$ cat src/rtl/main_fsm.sv
// main_fsm
//   Multicycle control state machine for the ARM datapath. It sequences
//   fetch, decode, memory and execute steps and drives the datapath selects
//   for each state. RegW, MemW and Branch are ungated requests. Downstream
//   condition logic qualifies them with CondEx. NextPC is merged with the
//   gated branch into PCWrite outside this block.
//
// Ports
//   clk        in   1  rising-edge clock
//   reset      in   1  asynchronous active-low reset, forces FETCH
//   Op         in   2  Instr[27:26]
//   Funct      in   6  Instr[25:20]; [5] = I, [0] = L/S
//   MemReady   in   1  current memory access completes this cycle
//   IRWrite    out  1  load instruction register
//   AdrSrc     out  1  memory address select (0 = PC, 1 = ALU result reg)
//   ALUSrcA    out  2  ALU A select
//   ALUSrcB    out  2  ALU B select
//   ResultSrc  out  2  result mux select
//   ALUOp      out  1  1 = ALU decoder uses Funct, 0 = add
//   NextPC     out  1  unconditional PC update
//   RegW       out  1  register write request (ungated)
//   MemW       out  1  memory write request (ungated)
//   Branch     out  1  branch request (ungated)
//   Undef      out  1  pulse while in UNKNOWN
//   State      out  4  current state encoding, for debug
module main_fsm (
    input  logic       clk,
    input  logic       reset,
    input  logic [1:0] Op,
    input  logic [5:0] Funct,
    input  logic       MemReady,
    output logic       IRWrite,
    output logic       AdrSrc,
    output logic [1:0] ALUSrcA,
    output logic [1:0] ALUSrcB,
    output logic [1:0] ResultSrc,
    output logic       ALUOp,
    output logic       NextPC,
    output logic       RegW,
    output logic       MemW,
    output logic       Branch,
    output logic       Undef,
    output logic [3:0] State
);

    localparam logic [3:0] S_FETCH    = 4'd0;
    localparam logic [3:0] S_DECODE   = 4'd1;
    localparam logic [3:0] S_MEMADR   = 4'd2;
    localparam logic [3:0] S_MEMREAD  = 4'd3;
    localparam logic [3:0] S_MEMWB    = 4'd4;
    localparam logic [3:0] S_MEMWRITE = 4'd5;
    localparam logic [3:0] S_EXECUTER = 4'd6;
    localparam logic [3:0] S_EXECUTEI = 4'd7;
    localparam logic [3:0] S_ALUWB    = 4'd8;
    localparam logic [3:0] S_BRANCH   = 4'd9;
    localparam logic [3:0] S_UNKNOWN  = 4'd10;

    logic [3:0] state;
    logic [3:0] state_next;

    // Only I (Funct[5]) and L/S (Funct[0]) steer the sequence. The
    // remaining bits belong to the ALU decoder.
    logic unused_funct;
    assign unused_funct = ^Funct[4:1];

    // State register
    always_ff @(posedge clk or negedge reset) begin
        if (!reset) begin
            state <= S_FETCH;
        end else begin
            state <= state_next;
        end
    end

    // Next-state logic. Op/Funct are only looked at in DECODE and MEMADR.
    always_comb begin
        state_next = S_FETCH;
        case (state)
            S_FETCH:    state_next = MemReady ? S_DECODE : S_FETCH;
            S_DECODE: begin
                case (Op)
                    2'b00:   state_next = Funct[5] ? S_EXECUTEI : S_EXECUTER;
                    2'b01:   state_next = S_MEMADR;
                    2'b10:   state_next = S_BRANCH;
                    default: state_next = S_UNKNOWN;
                endcase
            end
            S_MEMADR:   state_next = Funct[0] ? S_MEMREAD : S_MEMWRITE;
            S_MEMREAD:  state_next = MemReady ? S_MEMWB : S_MEMREAD;
            S_MEMWRITE: state_next = MemReady ? S_FETCH : S_MEMWRITE;
            S_EXECUTER: state_next = S_ALUWB;
            S_EXECUTEI: state_next = S_ALUWB;
            S_MEMWB:    state_next = S_FETCH;
            S_ALUWB:    state_next = S_FETCH;
            S_BRANCH:   state_next = S_FETCH;
            S_UNKNOWN:  state_next = S_FETCH;
            // Codes 11-15 recover to FETCH on the next edge.
            default:    state_next = S_FETCH;
        endcase
    end

    // Output decode. Everything is a function of the registered state. The
    // only exception is IRWrite/NextPC in FETCH, which must wait for the
    // instruction word to arrive.
    always_comb begin
        IRWrite   = 1'b0;
        AdrSrc    = 1'b0;
        ALUSrcA   = 2'b00;
        ALUSrcB   = 2'b00;
        ResultSrc = 2'b00;
        ALUOp     = 1'b0;
        NextPC    = 1'b0;
        RegW      = 1'b0;
        MemW      = 1'b0;
        Branch    = 1'b0;
        Undef     = 1'b0;
        case (state)
            S_FETCH: begin
                ALUSrcA   = 2'b01;
                ALUSrcB   = 2'b10;
                ResultSrc = 2'b10;
                IRWrite   = MemReady;
                NextPC    = MemReady;
            end
            S_DECODE: begin
                ALUSrcA   = 2'b01;
                ALUSrcB   = 2'b10;
                ResultSrc = 2'b10;
            end
            S_MEMADR: begin
                ALUSrcB   = 2'b01;
            end
            S_MEMREAD: begin
                AdrSrc    = 1'b1;
            end
            S_MEMWB: begin
                ResultSrc = 2'b01;
                RegW      = 1'b1;
            end
            S_MEMWRITE: begin
                // MemW stays asserted across every stall cycle.
                AdrSrc    = 1'b1;
                MemW      = 1'b1;
            end
            S_EXECUTER: begin
                ALUOp     = 1'b1;
            end
            S_EXECUTEI: begin
                ALUSrcB   = 2'b01;
                ALUOp     = 1'b1;
            end
            S_ALUWB: begin
                RegW      = 1'b1;
            end
            S_BRANCH: begin
                ALUSrcB   = 2'b01;
                ResultSrc = 2'b10;
                Branch    = 1'b1;
            end
            S_UNKNOWN: begin
                Undef     = 1'b1;
            end
            default: begin
            end
        endcase
    end

    assign State = state;

endmodule

$ cat config.mk
export PLATFORM = sky130hd
export DESIGN_NAME = main_fsm
export DESIGN_NICKNAME = d
export VERILOG_FILES = /design/src/rtl/main_fsm.sv
export SDC_FILE = /design/constraint.sdc
export NUM_CORES = 1
export LEC_CHECK = 0
export CORE_AREA = 2 2 39 41
export CTS_BUF_LIST = sky130_fd_sc_hd__clkbuf_16
export DETAILED_ROUTE_END_ITERATION = 16
export DIE_AREA = 0 0 41 43
export PLACE_DENSITY = 0.71
export SYNTH_ARGS = -nofsm -noshare
export SYNTH_HDL_FRONTEND = slang
export SYNTH_SLANG_ARGS = --single-unit
$ cat constraint.sdc
create_clock -name clk -period 1.8 [get_ports clk]
set_input_delay 0.27 -clock clk [delete_from_list [all_inputs] [get_ports clk]]
set_output_delay 0.27 -clock clk [all_outputs]
set_load 0.01 [all_outputs]
==> PnR_summary.wiki <==
{| class="wikitable"
! Metric !! Value
|-
| Run status || finished, final reports clean
|-
| Final setup viols || 0
|-
| Number of sinks driven by the clock tree || 4
|-
| Clock transition at path regs || roughly 30 ps
|-
| Horizontal die dimension || 41 microns
|-
| Vias in the first global route || approximately 420
|-
| Clock tree from TritonCTS || built
|-
| Inserted Clock Buffers || 3
|-
| I/O Pins || 29
|-
| Syn Nets || between 60 and 70
|-
| Detail Route Antenna Nets || 0
|-
| Netlist area before placement || 389 sq um
|-
| Deepest level of the CTS H-tree || 1
|-
| Final-layout setup total negative slack || 0 ps
|-
| Share of synthesized area occupied by flip-flops and latches || 25.7%
|-
| Post-DR wirelength/cell || between 10 and 15 microns
|-
| Die outline area || 1760 sq um
|-
| Count of inserted antenna diode cells || 0
|-
| Setup Buffers After CTS || 0
|-
| Crit end category || output port
|-
| Overflow left after global routing || 0
|-
| Share of flip-flops with an asynchronous set or reset || 100%
|-
| Peak clock frequency supported by timing || ~570 MHz
|-
| Flip-flop count of the largest register, all copies and words added || 4
|-
| Post-placement setup slack || -29.1 ps
|-
| Total half-perimeter wirelength after legalization and detailed placement || about 830 microns
|-
| Post-route DRC violation count || 0
|-
| Area Growth Syn to Fin || 88.7%
|-
| Top post-synthesis cells by count || sky130_fd_sc_hd__nor2_1, sky130_fd_sc_hd__dfrtp_1, sky130_fd_sc_hd__nand2b_1
|-
| Vertical die dimension || 43 microns
|-
| Library cell used as clock root buffer || sky130_fd_sc_hd__clkbuf_16
|-
| Number of maximum-capacitance violations || 0
|-
| Number of antenna violations at the first check in global routing || 0
|-
| 1st-iter DRT viols || 6
|-
| Total via count after detailed routing || 479
|-
| Top cell type's share of synthesized area || 25.7%
|-
| CTS max path bufs || 2
|-
| Total Wirelength || 1110 microns
|-
| Initial core utilization || approximately 28%
|-
| Count of flip-flops with a built-in enable after synthesis || 0
|-
| Placed Area || 683 sq um
|-
| Number of rows created at floorplan || 14
|-
| Weighted congestion reported at the end of routability-driven placement || around 0.82
|-
| VDD IR-drop max || 0.000641 V
|-
| Largest fanout on the critical path || 8
|-
| Insertion delay to the later sink of the worst-skew pair || 220 ps
|-
| Count of distinct cell types in the synthesized netlist || 27
|-
| I/O Buffers || 23
|-
| CP required || 1530 ps
|-
| Max-slew violation count || 0
|-
| Post-synthesis area per instance || 7.48 sq um
|-
| Share of the clock period used by the worst path || 97.4%
|-
| CP Launch Type || register
|-
| RSZ-0062 raised after global routing || false
|-
| Ys flop type || sky130_fd_sc_hd__dfrtp_1
|-
| Most area-consuming cells after synthesis || sky130_fd_sc_hd__dfrtp_1, sky130_fd_sc_hd__nor2_1, sky130_fd_sc_hd__nand2b_1, sky130_fd_sc_hd__buf_2, sky130_fd_sc_hd__a211oi_1
|-
| Final WS setup || 47.4 ps
|-
| Final setup skew || slightly below 0.09 ps
|-
| Via count normalized by instance count || slightly below 5
|-
| Pwr/cell area || 1940 nW/um^2
|-
| Most used standard cell by instance count after synthesis || sky130_fd_sc_hd__nor2_1
|-
| Critical Setup Path Class || reg -> out
|-
| LEAKAGE || roughly 0.00035 uW
|-
| Clock period minus final worst setup slack || roughly 1800 ps
|-
| Placeable core region || between 1000 and 1500 sq um
|-
| Fin nets || 95
|-
| Warning count from the yosys run || 0
|-
| Largest net degree at the start of global routing || 9
|-
| Final Cell Area || 734 sq um
|-
| Largest area contributor in the synthesized netlist || sky130_fd_sc_hd__dfrtp_1
|-
| Number of optimization iterations in the first detailed-route pass || 3
|-
| Final non-filler cell total || between 90 and 100
|-
| Gate Count Post-Synth || 52
|-
| Path class of the lowest-slack min-delay path || in -> async
|-
| Register bit total from synthesis || 4
|-
| Arr. time, crit path || 1480 ps
|-
| Wire length of the first global-routing pass || roughly 1800 microns
|-
| Global router's overall resource usage || 15.7%
|-
| Layout cell share with drive strength beyond 1 || 25.6%
|-
| # placed instances || 95
|-
| Final count of hold timing violations || 0
|}
worst max-delay path, stage by stage (launching register included):
cell	delay, ps
sky130_fd_sc_hd__dfrtp_1	510
sky130_fd_sc_hd__buf_4	210
sky130_fd_sc_hd__clkdlybuf4s50_1	530
area by class of cell:
cell class	count	area [sq um]
Clock buffer	3	75.1
Fill cell	126	649
Inverter	3	11.3
Multi-Input combinational cell	38	246
Sequential cell	4	100
Tap cell	16	20.0
Timing Repair Buffer	34	282
worst paths after layout:
kind,start,to,slack [ps],cells past startpoint
max,State[0],State[0],50,2
min,reset,State[3],240,1
max reg2reg,State[1],State[0],300,5
min reg2reg,State[3],State[3],630,2
max in group asynchronous,reset,State[2],1390,1
min in group clk,State[3],State[3],630,2
cells by family after synthesis:
family / Yosys count / share of synthesized area [%]
other cells: 1 / 0.964
buf+inv: 10 / 14.5
compound gates: 9 / 16.4
simple gates: 26 / 37.9
flops: 4 / 25.7
xor+xnor: 2 / 4.50
cells in the final DEF, fill, tap and decap left out, types with 2 or more instances in the layout:
cell type | synthesis | layout
sky130_fd_sc_hd__dfrtp_1 | 4 | 4
sky130_fd_sc_hd__nor2_1 | 7 | 7
sky130_fd_sc_hd__clkbuf_16 | 0 | 3
sky130_fd_sc_hd__or3_1 | 2 | 2
sky130_fd_sc_hd__nand2_1 | 3 | 3
sky130_fd_sc_hd__buf_4 | 2 | 11
sky130_fd_sc_hd__o22ai_1 | 2 | 2
sky130_fd_sc_hd__inv_1 | 3 | 3
sky130_fd_sc_hd__clkbuf_2 | 0 | 4
sky130_fd_sc_hd__nor3b_1 | 2 | 2
sky130_fd_sc_hd__nor3_1 | 2 | 2
sky130_fd_sc_hd__nand2b_1 | 4 | 3
sky130_fd_sc_hd__dlygate4sd2_1 | 0 | 9
sky130_fd_sc_hd__clkdlybuf4s50_1 | 0 | 10
sky130_fd_sc_hd__a21oi_1 | 2 | 2
sky130_fd_sc_hd__a211oi_1 | 2 | 2
what timing repair did:
item / CTS / global route
hold buffers: 0 / 0
gates cloned: 0 / 0
resized for setup: 14 / 10
endpoints found under the setup margin: 13 / 4
hold endpoints to repair: 0 / 0
metrics by stage:
stage	utilization [%]	total power [uW]	hold slack, ps
detailed placement	49.4	1160	481
finish	53.1	1420	245
global placement	49.4	1150	480
global route	53.1	1520	260
CTS	54.2	1440	251
floorplan	-	665	-25.6
power by group:
group / switching, uW / leakage [uW] / total [uW] / internal, uW
registers: 62.1 / 0.0000521 / 192 / 130
clock network: 66.1 / 0.0000370 / 350 / 284
logic: 405 / 0.000261 / 880 / 475
metal layers:
layer | wire length [microns] | GRT usage, %
met4 | 56 | 15.3
met3 | 50 | 3.14
met1 | 454 | 17.5
met2 | 547 | 22.8
met5 | 0 | 0
(Power assumes the default switching activity.)
